`src/rtl/instr_fetch.sv`:
```
// rtl/instr_fetch.sv - program-memory instruction fetcher with ready/valid issue and single-step support
module instr_fetch #(
    parameter int AW = 4,
    parameter int DW = 8
) (
    input  logic          clk,
    input  logic          rst_n,
    input  logic          load_en,
    input  logic [AW-1:0] load_addr,
    input  logic [DW-1:0] load_data,
    input  logic          start,
    input  logic [AW-1:0] last_addr,
    input  logic          step_mode,
    input  logic          step,
    output logic [DW-1:0] sig,
    output logic          sig_valid,
    input  logic          sig_ready,
    output logic [AW-1:0] pc,
    output logic          busy,
    output logic          done
);

    typedef enum logic [2:0] {
        S_IDLE      = 3'd0,
        S_FETCH     = 3'd1,
        S_ISSUE     = 3'd2,
        S_WAIT_STEP = 3'd3,
        S_DONE      = 3'd4
    } state_t;

    state_t        state;
    state_t        state_nx;
    logic [DW-1:0] mem [2**AW];
    logic [AW-1:0] pc_q;
    logic [AW-1:0] last_lat;
    logic [DW-1:0] sig_q;
    logic          at_rest;
    logic          accept;
    logic          is_last;

    assign at_rest = (state == S_IDLE) || (state == S_DONE);
    assign accept  = (state == S_ISSUE) && sig_ready;
    assign is_last = (pc_q == last_lat);

    always_ff @(posedge clk) begin
        if (!rst_n) begin
            state <= S_IDLE;
        end else begin
            state <= state_nx;
        end
    end

    always_comb begin
        state_nx = state;
        case (state)
            S_IDLE, S_DONE: begin
                if (start) begin
                    state_nx = S_FETCH;
                end
            end
            S_FETCH: begin
                state_nx = S_ISSUE;
            end
            S_ISSUE: begin
                if (sig_ready) begin
                    if (is_last) begin
                        state_nx = S_DONE;
                    end else if (step_mode) begin
                        state_nx = S_WAIT_STEP;
                    end else begin
                        state_nx = S_FETCH;
                    end
                end
            end
            S_WAIT_STEP: begin
                if (step) begin
                    state_nx = S_FETCH;
                end
            end
            default: begin
                state_nx = S_IDLE;
            end
        endcase
    end

    always_comb begin
        sig_valid = (state == S_ISSUE);
        busy      = (state == S_FETCH) || (state == S_ISSUE) || (state == S_WAIT_STEP);
        done      = (state == S_DONE);
    end

    // Program memory has no reset so a program survives rst_n; loads only land while at rest.
    always_ff @(posedge clk) begin
        if (rst_n && at_rest && load_en) begin
            mem[load_addr] <= load_data;
        end
    end

    always_ff @(posedge clk) begin
        if (!rst_n) begin
            pc_q     <= '0;
            last_lat <= '0;
            sig_q    <= '0;
        end else begin
            if (at_rest && start) begin
                pc_q     <= '0;
                last_lat <= last_addr;
            end else if (accept && !is_last) begin
                pc_q <= pc_q + 1'b1;
            end
            if (state == S_FETCH) begin
                sig_q <= mem[pc_q];
            end
        end
    end

    assign sig = sig_q;
    assign pc  = pc_q;

endmodule

```
`config.mk`:
```
export PLATFORM = sky130hd
export DESIGN_NAME = instr_fetch
export DESIGN_NICKNAME = d
export VERILOG_FILES = /design/src/rtl/instr_fetch.sv
export SDC_FILE = /design/constraint.sdc
export NUM_CORES = 1
export LEC_CHECK = 0
export BUFFER_PORTS_ARGS = -buffer_cell sky130_fd_sc_hd__buf_4
export CORE_AREA = 10 10 133 135
export DETAILED_ROUTE_END_ITERATION = 10
export DIE_AREA = 0 0 143 145
export PLACE_DENSITY_LB_ADDON = 0.12
export SYNTH_ARGS = -nofsm -noshare
export SYNTH_HDL_FRONTEND = slang
export SYNTH_SLANG_ARGS = --single-unit
```
`constraint.sdc`:
```
create_clock -name clk -period 2.2 [get_ports clk]
set_input_delay 0.33 -clock clk [delete_from_list [all_inputs] [get_ports clk]]
set_output_delay 0.33 -clock clk [all_outputs]
set_load 0.02 [all_outputs]
```
=== After elaboration in Yosys (flattened, before gate mapping) ===
Memories as Yosys holds them, arrays and structs flattened. A register that Yosys moved wholly into a read port is not among the register bits.
Cells that the tools add are included.

* Word-level logic and storage cells: 36
* Output and inout port bits: 15
* Memories: 1
* Input bits: 23
* Bits in registers: 11
* Memory bits (writable): 128

* Bitwise logic cells: 1
* Equal/unequal tests: 8
* Multiplexer cells: 8
* Reductions and logical operators: 14
* Add/subtract/negate cells: 1

{| class="wikitable"
|+ Memory list
! memory !! words !! width !! read ports !! clocked after memory_dff !! wr ports !! RTL line !! RTL
|-
| mem || 16 || 8 || 1 || 1 || 1 || 33 || <nowiki>logic [DW-1:0] mem [2**AW];</nowiki>
|}

{| class="wikitable"
|+ Operator list
! cell !! count
|-
| $mux 3 || 4
|-
| $pmux 3 s4 || 1
|-
| $eq 3x2->1 const B || 2
|-
| $logic_and 1x1->1 || 5
|-
| $add 4x1->4 const B || 1
|-
| $eq 4x4->1 || 1
|-
| $ne 2x2->1 const B || 2
|-
| $reduce_or 2->1 || 2
|-
| $eq 3x1->1 const B || 1
|-
| $eq 3x3->1 const B || 1
|-
| $logic_not 3->1 || 1
|-
| $logic_or 1x1->1 || 3
|-
| $reduce_and 3->1 || 1
|-
| $logic_not 1->1 || 2
|-
| $mux 1 || 2
|-
| $mux 2 || 1
|-
| $ne 2x1->1 const B || 1
|-
| $not 1->1 || 1
|}

=== Logic depth before layout (Yosys ltp) ===
Gate-level depths: netlist of run 1.

* Depth after elaboration: 6
* Gate-level depth with buffers: 8
* Depth with buffers taken out: 4

=== Worst setup path before layout of run 1 ===
No wires, ideal clock.

* Path kind: reg2reg
* Start point: reg state[0]
* End point: mem mem[2][0], enable pin
* Path slack: 327 ps
* Stages on the path, launching flop included: 6
* Path buffers: 1
* Data required time: 1817 ps
* Setup time: 383 ps
* Clock period less this slack: 1873 ps
* Data arrival time: 1490 ps
* Cells stage by stage: dfxtp_1 -> buf_2 -> nand4bb_1 -> nor2_1 -> nand2_1 -> nor3_1

* Longest elaborated chain between the ends: 6
* Elaborated cells between the ends (all ways): 7
* Those cells by class: 1 x eq/ne; 2 x mux; 4 x reduce/logical

{| class="wikitable"
|+ RTL lines
! what !! RTL line !! RTL
|-
| from (decl) || 31 || <nowiki>state_t state;</nowiki>
|-
| from (signal assigned) || 49 || <nowiki>state <= state_nx;</nowiki>
|-
| $eq 3x3->1 / $logic_not 3->1 (equally long branches) || 41 || <nowiki>assign at_rest = (state == S_IDLE) || (state == S_DONE);</nowiki>
|-
| $logic_or 1x1->1 * || 41 ||
|-
| $logic_and 1x1->1 * (2 in a row) || 94 || <nowiki>if (rst_n && at_rest && load_en) begin</nowiki>
|-
| $mux 1 * || 94 ||
|-
| $mux 1 (not written as such) * || 95 || <nowiki>mem[load_addr] <= load_data;</nowiki>
|-
| to (decl) || 33 ||
|}

Mark *: on every way between the ends. The rest lies on a longest branch, timed or not.

=== Worst setup path after layout of run 1 ===
* Start point: reg pc_q[3], in the netlist pc[3]
* End point: out pc[3]

{| class="wikitable"
|+ RTL lines
! what !! RTL line !! RTL
|-
| from (decl) || 34 || <nowiki>logic [AW-1:0] pc_q;</nowiki>
|-
| from (signal assigned) || 109 || <nowiki>pc_q <= pc_q + 1'b1;</nowiki>
|-
| to (decl) || 18 || <nowiki>output logic [AW-1:0] pc,</nowiki>
|}

No word-level cell between the ends.

==> out/metrics.cfg, run 1 <==
[worst_setup_path]
cp_common_cell=buf_4
required_ps=1870
path_cells=buf_4 -> buf_4
start_kind=flop
reg2reg_slack_ps=230
critPathSlowestCell=dfxtp_1
crit_path_end_kind=primary output
crit_path_max_fanout=17
max_stage_delay_ps=690
cp_data_arrival_time_ps=1720
setup.worst_path.class=reg -> out
path_delay_family=flip-flops
worstPathBufferInverterCount=2

[die]
io_pins=38
fp.dieW_um=143
fp.dieH_um=145
core_area_mm2=0.0150
die-area_mm2=0.0207
start_util_pct=39.3
num_rows=45

[job]
drv_cap=0

[cells_and_area]
diodes=0
nets=423
nFillCells=1313
syn_to_final_growth_pct=21.4
drive_above_1_share_pct=30.8
regArea_mm2=0.00423
stdcell_count=600
fin_util_pct=47.7
multi_input_area_mm2=0.00155
final_common_cell=edfxtp_1
fin_area_mm2=0.00717
layout_common_cells=edfxtp_1 (128), buf_4 (63), nor2_1 (22)

[power_and_ir_drop]
power.density_mw_per_mm2=900
pwr-share-comb_pct=5.6
leakage_nw=2.43
p_clk_share_pct=45.9
p_int_mw=5.13
p_sw_mw=1.32
seq_power_share_pct=48.5
peakVddDrop_mv=0.537
switching_share_pct=20.5

[drt]
via_per_inst=5.34
wl_um=13000
dr.pass1.iters=4
drtIter0Drc=193
drc_errors=0
num_vias=3204
wl_per_cell_um=21.7
final_antenna_net_count=0

[logic_synthesis]
post_synth_num_cell_types=42
syn_inst=330
synth-seq-cells=147
synth-seq-area-share_pct=71.6
syn_nets=354
synth_edf_count=128
synth.avg_cell_area_um2=17.9
synth_flop_cell=edfxtp_1
syn_area_mm2=0.00590
synth.area.top_cells=edfxtp_1 (65%), mux4_2 (6.9%), dfxtp_1 (6.4%), mux2i_1 (3.2%), mux4_1 (2.7%)
synth_top_cell_area_share_pct=65.1
synth_area_leader_cell=edfxtp_1
synthArstFlopShare_pct=0
yosysWarnings=0

[sta]
clock_skew_ps=6.84
tns_ps=0
slew_viol_final=0
finalHoldViolCount=0
worst_pin_slew_ps=774
rsz0062_at_grt=false
setup_viol=0
fmax_mhz=489
slew_headroom_pct=48.3
fin_crit_sh_pct=93.0
period_minus_slack_ps=2050

[grt]
grt_pass1_wl_um=20200
antenna_found_initial=0
grt_use_total_pct=13.2
grt-ovfl-total=0
grt_pass1_vias=3352
grt_max_degree=31

[clocking]
clk_latency_ps=420
cts.sinks=147
root_buffer=clkbuf_16
ctsHoldBuffers=0
clk_pin_slew_ps=60
cts_made_buffers=17
cts_tree=done
htree_levels=4
clockBufferDepth=2

[placed_design]
place_area_mm2=0.00654
gp_congestion=0.739
port-buffer-count=37
place_inst=567
hpwl_um=8670

[status]
status=finished, final reports clean

[min_path]
min_path_type=in -> reg

worst min-delay path: stages:
cell and delay (ps):
buf_4 80, mux2i_1 50, nor2b_1 90
state kept, by name, summed over array words and instances (netlist names):
signal	cells
sig	8
state	3
mem	128
pc	4
last_lat	4
per-stage QoR:
stage	hold WS, ps	power, mW	setup slack [ps]
floorplan	429	3.38	327
global route	182	6.68	29.1
detailed placement	477	3.55	-39.9
finish	168	6.45	154
global placement	475	3.54	-22.4
CTS	153	6.51	124
cells by family after synthesis:
kind of cell	count (synthesis)	synth area share (%)
xor+xnor	4	0.594
simple gates	68	6.23
buf+inv	20	2.16
fa+ha+maj	1	0.212
mux	52	14.5
flops	147	71.6
compound gates	38	4.75
final timing paths:
path                startpoint          end  cells past startpoint
hold / removal    last_addr[2]  last_lat[2]                      3
setup reg to reg         pc[0]       sig[6]                      5
setup / recovery         pc[3]        pc[3]                      2
hold reg to reg         sig[0]       sig[0]                      2
area by class of cell:
class	count	share of cell area [%]
clock buffer	23	6.81
clock inverter	9	1.76
inverter	4	0.209
multi-input combinational	163	21.6
sequential	147	59.0
tap	188	3.28
timing repair buffer	66	7.31
power groups by stage:
stage	combinational (mW)	sequential [mW]	clock [mW]
after global routing	0.398	3.13	3.15
after CTS	0.365	3.13	3.02
after detailed placement	0.364	3.19	0
after floorplan	0.194	3.18	0
final	0.361	3.13	2.96
after global placement	0.359	3.19	0
layer usage:
layer | vias to the layer above | global-route usage (%) | part of all wire [%] | wire (µm)
li1 | 1466 | - | - | -
met1 | 1648 | 17.6 | 47 | 6080
met3 | 20 | 4.01 | 5.0 | 654
met5 | - | 0 | 0 | 0
met4 | 0 | 6.04 | 1.8 | 240
met2 | 70 | 19.4 | 47 | 6070
cell usage after synthesis (2+ instances only):
library cell	instances
mux2_2	9
nand2b_1	9
a32oi_1	6
xor2_1	4
o21ai_1	3
dfxtp_1	19
nor2b_1	9
o21ai_0	6
o22ai_1	3
nor2_1	22
mux4_2	18
clkbuf_1	7
inv_1	4
buf_8	2
nand2_1	8
a221o_1	3
buf_2	3
mux2i_1	19
buf_6	3
edfxtp_1	128
mux4_1	6
nor3_1	7
a21oi_1	7
a22oi_1	5
or3_1	3
timing repair:
item,4_1_cts,5_1_grt
resized for setup,1,0
buffers inserted,0,1
setup endpoints to repair,1,1
endpoints found under the hold margin,0,0
Note: power is estimated with default switching activity, not from simulation.
==> run 2: changes to the inputs <==
- RECOVER_POWER: default -> 25
==> run 2 against run 1 <==
Compared with the run above:
- final cell count stayed put
- count of clock-buffer cells in the layout unchanged
- highest routed layer unchanged
- fmax up 0.18%
- total power shrank 0.26%
- first-iteration DRC count decreased by 2.1%
- die area stayed put
- critical path depth did not move
==> out/metrics.cfg, run 2 (synthesis gave the netlist of run 1 again) <==
[power_and_ir_drop]
power.density_mw_per_mm2=901  ; +0.10%
peakVddDrop_mv=0.526  ; -2.1%
leakage_nw=2.40  ; -1.0%

[cells_and_area]
stdcell_count=600  ; unchanged
diodes=0  ; unchanged
multi_input_area_mm2=0.00155  ; unchanged
nets=423  ; unchanged
final_common_cell=edfxtp_1
syn_to_final_growth_pct=21.0
layout_common_cells=edfxtp_1 (128), buf_4 (56), nor2_1 (22)
nFillCells=1312  ; -0.076%
regArea_mm2=0.00423  ; unchanged
fin_area_mm2=0.00714  ; -0.37%
largest_reg_flops=128  ; unchanged
drive_above_1_share_pct=29.1  ; -1.7 points
largest_register=mem

[die]
io_pins=38  ; unchanged
die-area_mm2=0.0207  ; unchanged
start_util_pct=39.3  ; unchanged
fp.dieW_um=143  ; unchanged
num_rows=45  ; unchanged
fp.dieH_um=145  ; unchanged
core_area_mm2=0.0150  ; unchanged

[clocking]
htree_levels=4  ; unchanged
cts_made_buffers=17  ; unchanged
clockBufferDepth=2  ; unchanged
clk_latency_ps=420  ; about the same
cts.sinks=147  ; unchanged
root_buffer=clkbuf_16
clk_pin_slew_ps=50  ; about the same
cts_tree=done

[grt]
grt_max_degree=31  ; unchanged
grt-ovfl-total=0  ; unchanged
grt_pass1_vias=3352  ; unchanged
grt_use_total_pct=13.2  ; unchanged
antenna_found_initial=0  ; unchanged
grt_pass1_wl_um=20200  ; unchanged

[worst_setup_path]
crit_start=pc[3]
reg2reg_depth=4  ; -1
max_stage_delay_ps=690  ; about the same
crit-reg2reg-launch=pc[3]
required_ps=1870  ; about the same
path_cells=buf_4 -> buf_4
path_delay_family=flip-flops
rr_endpoint=pc[3]
critPathSlowestCell=dfxtp_1
crit_path_max_fanout=17  ; unchanged
path_depth=2  ; unchanged
setup.worst_path.class=reg -> out
cp_data_arrival_time_ps=1710  ; about the same
cp_common_cell=buf_4
worstPathBufferInverterCount=2  ; unchanged
crit_path_end_kind=primary output
reg2reg_slack_ps=230  ; about the same
cp-endpoint=pc[3]
start_kind=flop

[drt]
num_vias=3198  ; -0.19%
wl_per_cell_um=21.7  ; about the same
wl_um=13000  ; about the same
final_antenna_net_count=0  ; unchanged
via_per_inst=5.33  ; -0.19%
drc_errors=0  ; unchanged
drtIter0Drc=189  ; -2.1%
dr.pass1.iters=4  ; unchanged

[sta]
fin_ws_ps=158  ; +3.69 ps
worst_pin_slew_ps=781  ; +7.51 ps
fin_hold_ws_ps=174  ; +6.56 ps
fmax_mhz=490  ; +0.18%
fin_crit_sh_pct=92.8  ; -0.17 points
rsz0062_at_grt=false
period_minus_slack_ps=2040  ; -3.69 ps
tns_ps=0  ; unchanged
clock_skew_ps=6.76  ; -0.0784 ps
slew_headroom_pct=47.9  ; -0.39 points
finalHoldViolCount=0  ; unchanged
slew_viol_final=0  ; unchanged
setup_viol=0  ; unchanged

[placed_design]
place_inst=567  ; unchanged
hpwl_um=8670  ; unchanged
place_area_mm2=0.00654  ; unchanged
port-buffer-count=37  ; unchanged
post-place-ws_ps=-39.9  ; unchanged
gp_congestion=0.739  ; unchanged

[status]
status=finished, final reports clean

[job]
drv_cap=0  ; unchanged

[min_path]
min_path_type=in -> reg

run 2: cell types whose count changed in the layout (fill, tap and decap cells not counted):
cell      change
buf_4         -7
clkbuf_1      +7
run 2: area by class of cell:
type	count	share of cell area [%]
flip-flops and latches	147	59.2
multi-input cells	163	21.7
repair buffers	66	6.97
clock buffers	23	6.83
well taps	188	3.29
clock inverters	9	1.77
inverters	4	0.210
run 2: worst min path at each step:
| stage | from | to | cells past startpoint |
|---|---|---|---|
| floorplan | load_data[0] | mem[0][0] | 0 |
| global placement | sig[7] | sig[7] | 2 |
| detailed placement | sig[0] | sig[0] | 2 |
| CTS | last_addr[2] | last_lat[2] | 3 |
| global route | last_addr[1] | last_lat[1] | 3 |
| finish | last_addr[2] | last_lat[2] | 3 |
run 2: stage by stage:
step | utilization, % | power (mW)
after floorplan | - | 3.38
after global placement | 43.5 | 3.54
after detailed placement | 43.5 | 3.55
after CTS | 47.6 | 6.51
after global routing | 47.5 | 6.68
final | 47.5 | 6.43
run 2: layer usage:
| layer | up-vias | track usage, % | part of all wire [%] |
|---|---|---|---|
| met1 | 1619 | 17.6 | 44 |
| met3 | 13 | 4.01 | 7.4 |
| met4 | 0 | 6.04 | 1.2 |
| li1 | 1466 | - | - |
| met5 | - | 0 | 0 |
| met2 | 100 | 19.4 | 47 |
run 2: timing repair:
item | 4_1_cts | 5_1_grt
hold buffers | 0 | 0
gates cloned | 0 | 0
pin swaps | 0 | 0
setup buffers | 0 | 1
gates resized for setup | 1 | 0
setup endpoints to repair | 1 | 1
run 2: report_power, final:
group          switching (mW)  total (mW)  internal, mW
combinational           0.212       0.355         0.143
sequential             0.0443        3.13          3.08
clock                    1.05        2.95          1.90
run 2: worst min-delay path, stage by stage:
cell,delay (ps)
buf_4,80
mux2i_1,50
nor2b_1,90
